## src/rtl/ps2_keys_pkg.sv

```systemverilog
// Shared PS/2 Set 2 scan-code constants, prefix-FSM state type and the
// decoded key-event payload passed from the prefix FSM to the key map.
package ps2_keys_pkg;

  localparam int unsigned BYTE_W = 8;

  localparam logic [BYTE_W-1:0] SC_EXT    = 8'hE0;
  localparam logic [BYTE_W-1:0] SC_BRK    = 8'hF0;
  localparam logic [BYTE_W-1:0] SC_A      = 8'h1C;
  localparam logic [BYTE_W-1:0] SC_D      = 8'h23;
  localparam logic [BYTE_W-1:0] SC_SPACE  = 8'h29;
  localparam logic [BYTE_W-1:0] SC_LARROW = 8'h6B;
  localparam logic [BYTE_W-1:0] SC_RARROW = 8'h74;

  typedef enum logic [1:0] {
    IDLE    = 2'd0,
    EXT     = 2'd1,
    BRK     = 2'd2,
    EXT_BRK = 2'd3
  } prefix_state_e;

  typedef struct packed {
    logic [BYTE_W-1:0] code;
    logic              is_ext;
    logic              is_break;
  } key_event_t;

  function automatic logic is_prefix(input logic [BYTE_W-1:0] b);
    return (b == SC_EXT) || (b == SC_BRK);
  endfunction

endpackage

```

## src/rtl/ps2_key_decoder_if.sv

```systemverilog
// Byte stream from the PS/2 receiver in, registered game-control levels out.
interface ps2_key_decoder_if;
  import ps2_keys_pkg::*;

  logic              ps2_key_pressed;
  logic [BYTE_W-1:0] ps2_out;
  logic              move_left;
  logic              move_right;
  logic              game_status;
  logic [BYTE_W-1:0] last_code;

  modport master (
    output ps2_key_pressed,
    output ps2_out,
    input  move_left,
    input  move_right,
    input  game_status,
    input  last_code
  );

  modport slave (
    input  ps2_key_pressed,
    input  ps2_out,
    output move_left,
    output move_right,
    output game_status,
    output last_code
  );

endinterface

```

## src/rtl/ps2_prefix_fsm.sv

```systemverilog
// Edge-detects incoming bytes, folds E0/F0 prefixes into the following code
// and emits a one-cycle key event; stale prefixes are dropped by a watchdog.
module ps2_prefix_fsm
  import ps2_keys_pkg::*;
#(
  parameter int unsigned PREFIX_TIMEOUT = 1_000_000
) (
  input  logic              clock,
  input  logic              reset,
  input  logic              key_pressed_i,
  input  logic [BYTE_W-1:0] byte_i,
  output logic              code_valid_o,
  output key_event_t        event_o
);

  localparam int unsigned CNT_W = $clog2(PREFIX_TIMEOUT + 1);
  localparam logic [CNT_W-1:0] CNT_MAX = CNT_W'(PREFIX_TIMEOUT);

  logic          kp_q;
  logic [CNT_W-1:0] cnt_q;
  prefix_state_e state_q;
  logic          valid_q;
  key_event_t    evt_q;

  logic          accept_c;
  logic          expire_c;
  prefix_state_e cur_c;

  // An expiring prefix is treated as already gone for a byte arriving that cycle.
  always_comb begin
    accept_c = key_pressed_i & ~kp_q;
    expire_c = (state_q != IDLE) && (cnt_q == CNT_MAX);
    cur_c    = expire_c ? IDLE : state_q;
  end

  always_ff @(posedge clock) begin
    if (reset) begin
      kp_q    <= 1'b0;
      cnt_q   <= '0;
      state_q <= IDLE;
      valid_q <= 1'b0;
      evt_q   <= '0;
    end else begin
      kp_q    <= key_pressed_i;
      valid_q <= 1'b0;
      if (accept_c) begin
        cnt_q <= '0;
        if (is_prefix(byte_i)) begin
          case (cur_c)
            IDLE:    state_q <= (byte_i == SC_EXT) ? EXT : BRK;
            EXT:     state_q <= (byte_i == SC_BRK) ? EXT_BRK : EXT;
            BRK:     state_q <= (byte_i == SC_EXT) ? EXT_BRK : BRK;
            default: state_q <= EXT_BRK;
          endcase
        end else begin
          state_q        <= IDLE;
          valid_q        <= 1'b1;
          evt_q.code     <= byte_i;
          evt_q.is_ext   <= (cur_c == EXT) || (cur_c == EXT_BRK);
          evt_q.is_break <= (cur_c == BRK) || (cur_c == EXT_BRK);
        end
      end else if (expire_c || (state_q == IDLE)) begin
        state_q <= IDLE;
        cnt_q   <= '0;
      end else if (cnt_q != CNT_MAX) begin
        cnt_q <= cnt_q + CNT_W'(1);
      end
    end
  end

  assign code_valid_o = valid_q;
  assign event_o      = evt_q;

endmodule

```

## src/rtl/ps2_key_decoder.sv

```systemverilog
// PS/2 Set 2 key decoder: held-key tracking and registered move/run levels.
// Optional macro PS2_ARROW_KEYS_EN adds extended arrow keys to left/right.
module ps2_key_decoder
  import ps2_keys_pkg::*;
#(
  parameter int unsigned PREFIX_TIMEOUT = 1_000_000
) (
  input  logic               clock,
  input  logic               reset,
  ps2_key_decoder_if.slave   bus
);

  logic       code_valid;
  key_event_t evt;

  ps2_prefix_fsm #(
    .PREFIX_TIMEOUT (PREFIX_TIMEOUT)
  ) u_prefix_fsm (
    .clock         (clock),
    .reset         (reset),
    .key_pressed_i (bus.ps2_key_pressed),
    .byte_i        (bus.ps2_out),
    .code_valid_o  (code_valid),
    .event_o       (evt)
  );

  logic              hl_q, hl_d;
  logic              hr_q, hr_d;
  logic              hs_q, hs_d;
  logic              gs_q, gs_d;
  logic [BYTE_W-1:0] last_q, last_d;
  logic              ml_q, ml_d;
  logic              mr_q, mr_d;
  logic              left_c, right_c;
`ifdef PS2_ARROW_KEYS_EN
  logic              hl_arrow_q, hl_arrow_d;
  logic              hr_arrow_q, hr_arrow_d;
`endif

  // Key map and held flags; outputs are formed from next-state so they land one cycle after the event.
  always_comb begin
    hl_d   = hl_q;
    hr_d   = hr_q;
    hs_d   = hs_q;
    gs_d   = gs_q;
    last_d = last_q;
`ifdef PS2_ARROW_KEYS_EN
    hl_arrow_d = hl_arrow_q;
    hr_arrow_d = hr_arrow_q;
`endif
    if (code_valid) begin
      last_d = evt.code;
      if (!evt.is_ext) begin
        case (evt.code)
          SC_A: hl_d = ~evt.is_break;
          SC_D: hr_d = ~evt.is_break;
          SC_SPACE: begin
            if (!evt.is_break && !hs_q) gs_d = ~gs_q;
            hs_d = ~evt.is_break;
          end
          default: ;
        endcase
      end
`ifdef PS2_ARROW_KEYS_EN
      else begin
        case (evt.code)
          SC_LARROW: hl_arrow_d = ~evt.is_break;
          SC_RARROW: hr_arrow_d = ~evt.is_break;
          default: ;
        endcase
      end
`endif
    end
`ifdef PS2_ARROW_KEYS_EN
    left_c  = hl_d | hl_arrow_d;
    right_c = hr_d | hr_arrow_d;
`else
    left_c  = hl_d;
    right_c = hr_d;
`endif
    ml_d = left_c & ~right_c;
    mr_d = right_c & ~left_c;
  end

  always_ff @(posedge clock) begin
    if (reset) begin
      hl_q   <= 1'b0;
      hr_q   <= 1'b0;
      hs_q   <= 1'b0;
      gs_q   <= 1'b0;
      last_q <= '0;
      ml_q   <= 1'b0;
      mr_q   <= 1'b0;
`ifdef PS2_ARROW_KEYS_EN
      hl_arrow_q <= 1'b0;
      hr_arrow_q <= 1'b0;
`endif
    end else begin
      hl_q   <= hl_d;
      hr_q   <= hr_d;
      hs_q   <= hs_d;
      gs_q   <= gs_d;
      last_q <= last_d;
      ml_q   <= ml_d;
      mr_q   <= mr_d;
`ifdef PS2_ARROW_KEYS_EN
      hl_arrow_q <= hl_arrow_d;
      hr_arrow_q <= hr_arrow_d;
`endif
    end
  end

  assign bus.move_left   = ml_q;
  assign bus.move_right  = mr_q;
  assign bus.game_status = gs_q;
  assign bus.last_code   = last_q;

endmodule

```

## src/flat_wrapper.sv

```systemverilog
// flat-port wrapper written by rule: the top's interface ports become plain ports
module ps2_key_decoder_flat import ps2_keys_pkg::*;
#(
  parameter int unsigned PREFIX_TIMEOUT = 1_000_000
)
  (clock, reset, bus_ps2_key_pressed, bus_ps2_out, bus_move_left, bus_move_right, bus_game_status, bus_last_code);
  ps2_key_decoder_if bus_i ();
  input  logic clock;
  input  logic reset;
  input wire logic [$bits(bus_i.ps2_key_pressed)-1:0] bus_ps2_key_pressed;
  input wire logic [$bits(bus_i.ps2_out)-1:0] bus_ps2_out;
  output wire logic [$bits(bus_i.move_left)-1:0] bus_move_left;
  output wire logic [$bits(bus_i.move_right)-1:0] bus_move_right;
  output wire logic [$bits(bus_i.game_status)-1:0] bus_game_status;
  output wire logic [$bits(bus_i.last_code)-1:0] bus_last_code;
  assign bus_i.ps2_key_pressed = bus_ps2_key_pressed;
  assign bus_i.ps2_out = bus_ps2_out;
  assign bus_move_left = bus_i.move_left;
  assign bus_move_right = bus_i.move_right;
  assign bus_game_status = bus_i.game_status;
  assign bus_last_code = bus_i.last_code;
  ps2_key_decoder #(.PREFIX_TIMEOUT(PREFIX_TIMEOUT)) u_core (.clock(clock), .reset(reset), .bus(bus_i));
endmodule
```

## config.mk

```make
export PLATFORM = sky130hd
export DESIGN_NAME = ps2_key_decoder_flat
export DESIGN_NICKNAME = d
export VERILOG_FILES = /design/src/rtl/ps2_keys_pkg.sv /design/src/rtl/ps2_key_decoder_if.sv /design/src/rtl/ps2_prefix_fsm.sv /design/src/rtl/ps2_key_decoder.sv /design/src/flat_wrapper.sv
export SDC_FILE = /design/constraint.sdc
export NUM_CORES = 1
export LEC_CHECK = 0
export ABC_AREA = 1
export ABC_CLOCK_PERIOD_IN_PS = 2700
export CORE_MARGIN = 3
export CORE_UTILIZATION = 60
export CTS_CLUSTER_DIAMETER = 30
export CTS_CLUSTER_SIZE = 10
export DETAILED_ROUTE_END_ITERATION = 10
export HOLD_SLACK_MARGIN = 0.1
export PLACE_DENSITY = 0.83
export SYNTH_ARGS = -nofsm -noshare
export SYNTH_HDL_FRONTEND = slang
export SYNTH_HIERARCHICAL = 1
export SYNTH_SLANG_ARGS = --single-unit
```

## constraint.sdc

```tcl
create_clock -name clock -period 2.7 [get_ports clock]
set_clock_uncertainty 0.15 [all_clocks]
set_input_delay 0.27 -clock clock [delete_from_list [all_inputs] [get_ports clock]]
set_output_delay 0.27 -clock clock [all_outputs]
set_load 0.1 [all_outputs]
```

==> results of run 1 <==
how the worst max path moves through the flow:
stage | startpoint | to | slack (ps) | cells past startpoint
2_1_floorplan | u_core/u_prefix_fsm/cnt_q[1]$_SDFFE_PP0P_ | u_core/u_prefix_fsm/cnt_q[6]$_SDFFE_PP0P_ | 1210 | 7
3_3_place_gp | reset | u_core/u_prefix_fsm/event_o[2]$_SDFFE_PP0P_ | 730 | 6
3_5_place_dp | reset | u_core/u_prefix_fsm/event_o[4]$_SDFFE_PP0P_ | 700 | 6
4_1_cts | u_core/u_prefix_fsm/cnt_q[1]$_SDFFE_PP0P_ | u_core/u_prefix_fsm/cnt_q[6]$_SDFFE_PP0P_ | 950 | 7
5_1_grt | u_core/u_prefix_fsm/cnt_q[1]$_SDFFE_PP0P_ | u_core/u_prefix_fsm/cnt_q[14]$_SDFFE_PP0P_ | 810 | 8
6_report | u_core/u_prefix_fsm/cnt_q[1]$_SDFFE_PP0P_ | u_core/u_prefix_fsm/cnt_q[6]$_SDFFE_PP0P_ | 930 | 7
layer usage:
metal / wire, um / global-route usage [%] / part of all wire [%]
met1: 1964 / 23.49 / 44
met2: 2259 / 38.88 / 51
met3: 147 / 3.993 / 3.3
met4: 52 / 7.595 / 1.2
met5: 0 / 0 / 0
stage by stage:
stage	cell area (um2)	std cells	utilization, %	power, uW
after floorplan	2287	313	-	853.4
after global placement	2502	376	71.61	891.3
after detailed placement	2502	376	71.61	893.5
after CTS	2596	384	74.29	1323
after global routing	2596	384	74.29	1372
final	2596	384	74.29	1316
final cells by class:
cell class              instances  area, um2
clock buffers                   7      86.33
inverters                      40      150.1
multi-input cells             221       1151
clock inverters                 1      7.507
repair buffers                 21      182.7
well taps                      46      57.56
fillers                       296      898.4
flip-flops and latches         48      960.9
logic make-up after synthesis:
family | count (synthesis)
adder cells (fa/ha/maj) | 2
XOR/XNOR | 6
flip-flops | 48
AND/OR/NAND/NOR | 182
buffers and inverters | 44
AO/OA/AOI/OAI | 31
sequential cells by signal, indices dropped and copies added (netlist names):
| register | count |
|---|---|
| u_core/u_prefix_fsm/code_valid_o | 1 |
| u_core/hs_q | 1 |
| u_core/bus.move_right | 1 |
| u_core/u_prefix_fsm/cnt_q | 20 |
| u_core/bus.move_left | 1 |
| u_core/hr_q | 1 |
| u_core/u_prefix_fsm/state_q | 2 |
| u_core/u_prefix_fsm/kp_q | 1 |
| u_core/hl_q | 1 |
| u_core/bus.last_code | 8 |
| u_core/u_prefix_fsm/event_o | 10 |
| u_core/bus.game_status | 1 |
Yosys cell counts:
cell,count,area [um2]
a211oi_1,1,7.510
nand3_4,2,35.03
dfxtp_1,48,960.9
or2_2,2,12.51
nor2_4,3,33.78
inv_1,34,127.6
nand3_1,27,135.1
nor2_2,5,31.28
nor3_4,2,32.53
clkbuf_1,1,3.750
nor3b_2,1,12.51
inv_2,5,18.77
nand3b_1,2,15.01
xor2_1,5,43.79
clkinv_1,1,3.750
nor3_2,2,20.02
nor4_1,3,18.77
nand2_1,69,259.0
o211a_1,1,10.01
buf_6,1,11.26
nand2_2,4,25.02
a21oi_2,5,43.79
buf_2,2,10.01
ha_1,2,25.02
nor2_1,46,172.7
or2_0,1,6.260
nor3_1,4,20.02
a21oi_1,13,65.06
xnor2_1,1,8.760
nand4_1,9,56.30
o21ai_0,10,50.05
o21bai_2,1,11.26
worst max-delay path, delay by kind of cell, from the launching register on:
| family | cells | cell delay, ps |
|---|---|---|
| flops | 1 | 380 |
| fa+ha+maj | 1 | 270 |
| buf+inv | 2 | 170 |
| simple gates | 3 | 490 |
| xor+xnor | 1 | 190 |
report_power, final:
part           total [uW]  internal (uW)  switching, uW
combinational         137           38.5           98.1
clock                 439            208            231
sequential            740            726           14.6
total                1320            972            344
==> results.toml, run 1 <==
[status]
status = "completed"

[global_routing]
grt_overflow = 0
grt_pass1_vias = 1767
antenna_found_initial = 0
track_usage_pct = 20.99
grt_max_degree = 20
grt_pass1_wl_um = 7314

[worst_setup_path]
critPathCaptureType = "register"
path_cells = "ha_1 -> inv_1 -> nor2_4 -> inv_2 -> nor2_1 -> xor2_1 -> nor2_1"
cp_max_fo = 5
r2r-end = "u_core/u_prefix_fsm/cnt_q[6]$_SDFFE_PP0P_"
timing.rr.start = "u_core/u_prefix_fsm/cnt_q[1]$_SDFFE_PP0P_"
arrival_ps = 1810
critPathLaunchType = "register"
crit_type = "register to register"
critPathSlowestCell = "dfxtp_1"
crit_top_cell = "nor2_1"
cpPeakStageDelay_ps = 380
required_ps = 2740
rrSetupSlack_ps = 930
r2r_cells = 7

[yosys]
synth_top_family_by_area = "simple AND/OR/NAND/NOR gates"
synth_fp_nets = 326
synth_xor_area_share_pct = 2.298
synthAdderAreaFrac_pct = 1.094
syn_area_per_cell_um2 = 7.307
synth_cell_type_count = 32
ys_seq_elements = 48
yosys_warnings = 6
yosys.area_share.simple_pct = 38.73
syn_inst = 313
synth_compound_area_share_pct = 8.206
synth_area_um2 = 2287
yosysSeqAreaShare_pct = 42.01
synth_mux_area_share_pct = 0

[power_and_ir_drop]
leakagePower_uw = 0.001035
power_density_nw_per_um2 = 506.9
peakVddDrop_mv = 0.3092

[timing]
finalSetupViolations = 0
setup_tns_ps = 0
finalCritPeriodShare_pct = 65.54
whs_ps = 314.1
tightestPinTransition_ps = 404.4
final_max_slew_viol_count = 0
period_minus_slack_ps = 1770
rsz0062_at_grt = "no"
setup_ws_ps = 930.5
clock.fmax_mhz = 565.1
hold_viol = 0
relSlewSlack_pct = 73.00

[clock_tree]
clock-sinks = 48
clk_pin_slew_worst_paths_ps = 90
root_buffer = "clkbuf_8"
clk_latency_ps = 300
numCtsBuffers = 5
hold_buffers = 0
cts.htree.levels = 2
cts.repair.resized = 0
post_cts_buffers = 0
clockBufferDepth = 2
cts_tree = "yes"

[routing]
remaining_drc_errors = 0
vias = 2025
first_pass_iters = 4
wl_per_cell_um = 11.52
antenna_left = 0
drtIter0Drc = 86
via_per_inst = 5.273
wl_um = 4423

[placed_design]
dp_hpwl_um = 3318
numPortBuffers = 21
place.gp.congestion = 0.8127
dp_slack_ps = 700.6

[finish]
antennaDiodeCount = 0
drive_above_1_share_pct = 14.79
final_common_cell = "nand2_1"
layout_common_cells = "69 x nand2_1, 48 x dfxtp_1, 46 x nor2_1"
syn_to_final_growth_pct = 13.51
nets = 350

[floorplanning]
initial_utilization_pct = 65.45
fp.dieW_um = 67.74
num_rows = 21
core_area_um2 = 3495
io_pins = 22
dieArea_um2 = 4589
die_h_um = 67.74

[min_path]
hold_depth = 2
hold_class = "register to register"
min_from = "u_core/hs_q$_SDFFE_PP0P_"
holdPathEnd = "u_core/hs_q$_SDFFE_PP0P_"

[run]
maxCapViolations = 0
(Power assumes the default switching activity.)
==> run 2, diff against run 1 <==
--- a/config.mk
+++ b/config.mk
@@ -6,14 +6,14 @@
 export NUM_CORES = 1
 export LEC_CHECK = 0
 export ABC_AREA = 1
-export ABC_CLOCK_PERIOD_IN_PS = 2700
+export ABC_CLOCK_PERIOD_IN_PS = 1800
 export CORE_MARGIN = 3
-export CORE_UTILIZATION = 60
+export CORE_UTILIZATION = 56
 export CTS_CLUSTER_DIAMETER = 30
 export CTS_CLUSTER_SIZE = 10
 export DETAILED_ROUTE_END_ITERATION = 10
 export HOLD_SLACK_MARGIN = 0.1
-export PLACE_DENSITY = 0.83
+export PLACE_DENSITY = 0.78
 export SYNTH_ARGS = -nofsm -noshare
 export SYNTH_HDL_FRONTEND = slang
 export SYNTH_HIERARCHICAL = 1
==> constraint.sdc (replaced) <==
create_clock -name clock -period 1.8 [get_ports clock]
set_clock_uncertainty 0.15 [all_clocks]
set_input_delay 0.18 -clock clock [delete_from_list [all_inputs] [get_ports clock]]
set_output_delay 0.18 -clock clock [all_outputs]
set_load 0.1 [all_outputs]
==> run 2 against run 1 <==
- total power is 54% higher
- count of clock-buffer cells in the layout increased by 1
- clock power increased by 51%
- utilization down 1.5 points
- final area grew 6.5%
==> results.toml, run 2 (same netlist as run 1, synthesis figures left out) <==
[worst_setup_path]
crit_type = "register to register"
path_cells = "inv_1 -> ha_1 -> nand3_1 -> nor2_2 -> nand3_4 -> nand3_4 -> nor3b_2"
required_ps = 1890
critPathSlowestCell = "dfxtp_1"
cp_max_fo = 19
critPathCaptureType = "register"
arrival_ps = 1730
cpPeakStageDelay_ps = 370
critPathLaunchType = "register"
crit_top_cell = "nand3_4"

[floorplanning]
die_h_um = 69.91
fp.dieW_um = 69.91
num_rows = 22
core_area_um2 = 3799
initial_utilization_pct = 60.21
dieArea_um2 = 4887
io_pins = 22

[timing]
finalSetupViolations = 0
period_minus_slack_ps = 1638
tightestPinTransition_ps = 348.7
final_max_slew_viol_count = 0
relSlewSlack_pct = 76.70
setup_tns_ps = 0
clock.fmax_mhz = 610.5
hold_viol = 0
rsz0062_at_grt = "no"
whs_ps = 256.2
finalCritPeriodShare_pct = 91.00
setup_ws_ps = 162.0

[power_and_ir_drop]
leakagePower_uw = 0.001096
power_density_nw_per_um2 = 732.1
peakVddDrop_mv = 0.5145

[clock_tree]
clockBufferDepth = 2
root_buffer = "clkbuf_8"
clk_pin_slew_worst_paths_ps = 80
post_cts_buffers = 0
cts_tree = "yes"
cts.repair.resized = 0
numCtsBuffers = 5
clock-sinks = 48
cts.htree.levels = 2
clk_latency_ps = 310
hold_buffers = 0

[global_routing]
grt_overflow = 0
grt_pass1_wl_um = 8521
track_usage_pct = 21.46
antenna_found_initial = 0
grt_pass1_vias = 1919
grt_max_degree = 20

[finish]
antennaDiodeCount = 0
layout_common_cells = "69 x nand2_1, 48 x dfxtp_1, 46 x nor2_1"
drive_above_1_share_pct = 15.99
num-fill-cells = 313
nets = 356
post_layout_nonfiller_instances = 392
syn_to_final_growth_pct = 20.90
largest_reg_flops = 20
largest-register = "u_core/u_prefix_fsm/cnt_q"
stdcell_area_um2 = 2765
final_common_cell = "nand2_1"

[routing]
first_pass_iters = 5
drtIter0Drc = 122
remaining_drc_errors = 0
vias = 2078
wl_per_cell_um = 12.30
wl_um = 4822
antenna_left = 0
via_per_inst = 5.301

[placed_design]
dp_hpwl_um = 3698
dp_slack_ps = 32.09
numPortBuffers = 21
dp.cells = 384
place.gp.congestion = 0.9010
postPlaceCellArea_um2 = 2675

[min_path]
hold_class = "input port to register"

[run]
maxCapViolations = 0

[status]
status = "completed"
[run 2: changes by cell type in the layout (fill, tap and decap cells not counted), sizes merged]
| cell | change |
|---|---|
| buf | +6 |
| clkbuf | +1 |
| clkinvlp | -1 |
[run 2: per-layer routing]
layer / wire length [um] / vias up / track usage, %
li1: - / 1065 / -
met1: 2265 / 956 / 28.99
met2: 2168 / 50 / 33.79
met3: 319 / 7 / 5.180
met4: 68 / 0 / 6.809
met5: 0 / - / 0
[run 2: critical path, delay by kind of cell (launching register included)]
family / cells / cell delay, ps
fa+ha+maj: 1 / 210
buf+inv: 1 / 70
flops: 1 / 370
simple gates: 5 / 780
[run 2: through the flow]
| stage | power (uW) | util [%] |
|---|---|---|
| after detailed placement | 1384 | 70.42 |
| after global routing | 2099 | 72.79 |
| final | 2024 | 72.79 |
| after global placement | 1380 | 70.42 |
| after floorplan | 1280 | - |
| after CTS | 2047 | 72.79 |
[run 2: path summary, 6_finish.rpt]
path                                              startpoint                                    endpoint  slack, ps  cells past startpoint
setup reg to reg   u_core/u_prefix_fsm/cnt_q[0]$_SDFFE_PP0P_  u_core/u_prefix_fsm/cnt_q[11]$_SDFFE_PP0P_        160                      7
hold reg to reg   u_core/u_prefix_fsm/cnt_q[19]$_SDFFE_PP0P_  u_core/u_prefix_fsm/cnt_q[19]$_SDFFE_PP0P_        320                      2
setup / recovery   u_core/u_prefix_fsm/cnt_q[0]$_SDFFE_PP0P_  u_core/u_prefix_fsm/cnt_q[11]$_SDFFE_PP0P_        160                      7
hold / removal                           bus_ps2_key_pressed         u_core/u_prefix_fsm/kp_q$_SDFF_PP0_        260                      3
[run 2: layout make-up]
type	count	area [um2]	share of cell area (%)
inverter	40	150.1	5.430
sequential	48	960.9	34.75
clock buffer	8	90.09	3.258
multi-input combinational	221	1151	41.63
tap	48	60.06	2.172
timing repair buffer	27	352.8	12.76
[run 2: where the power goes]
group          switching (uW)  internal [uW]
registers                26.0           1090
logic                     153           92.2
clock network             351            314
total                     530           1490
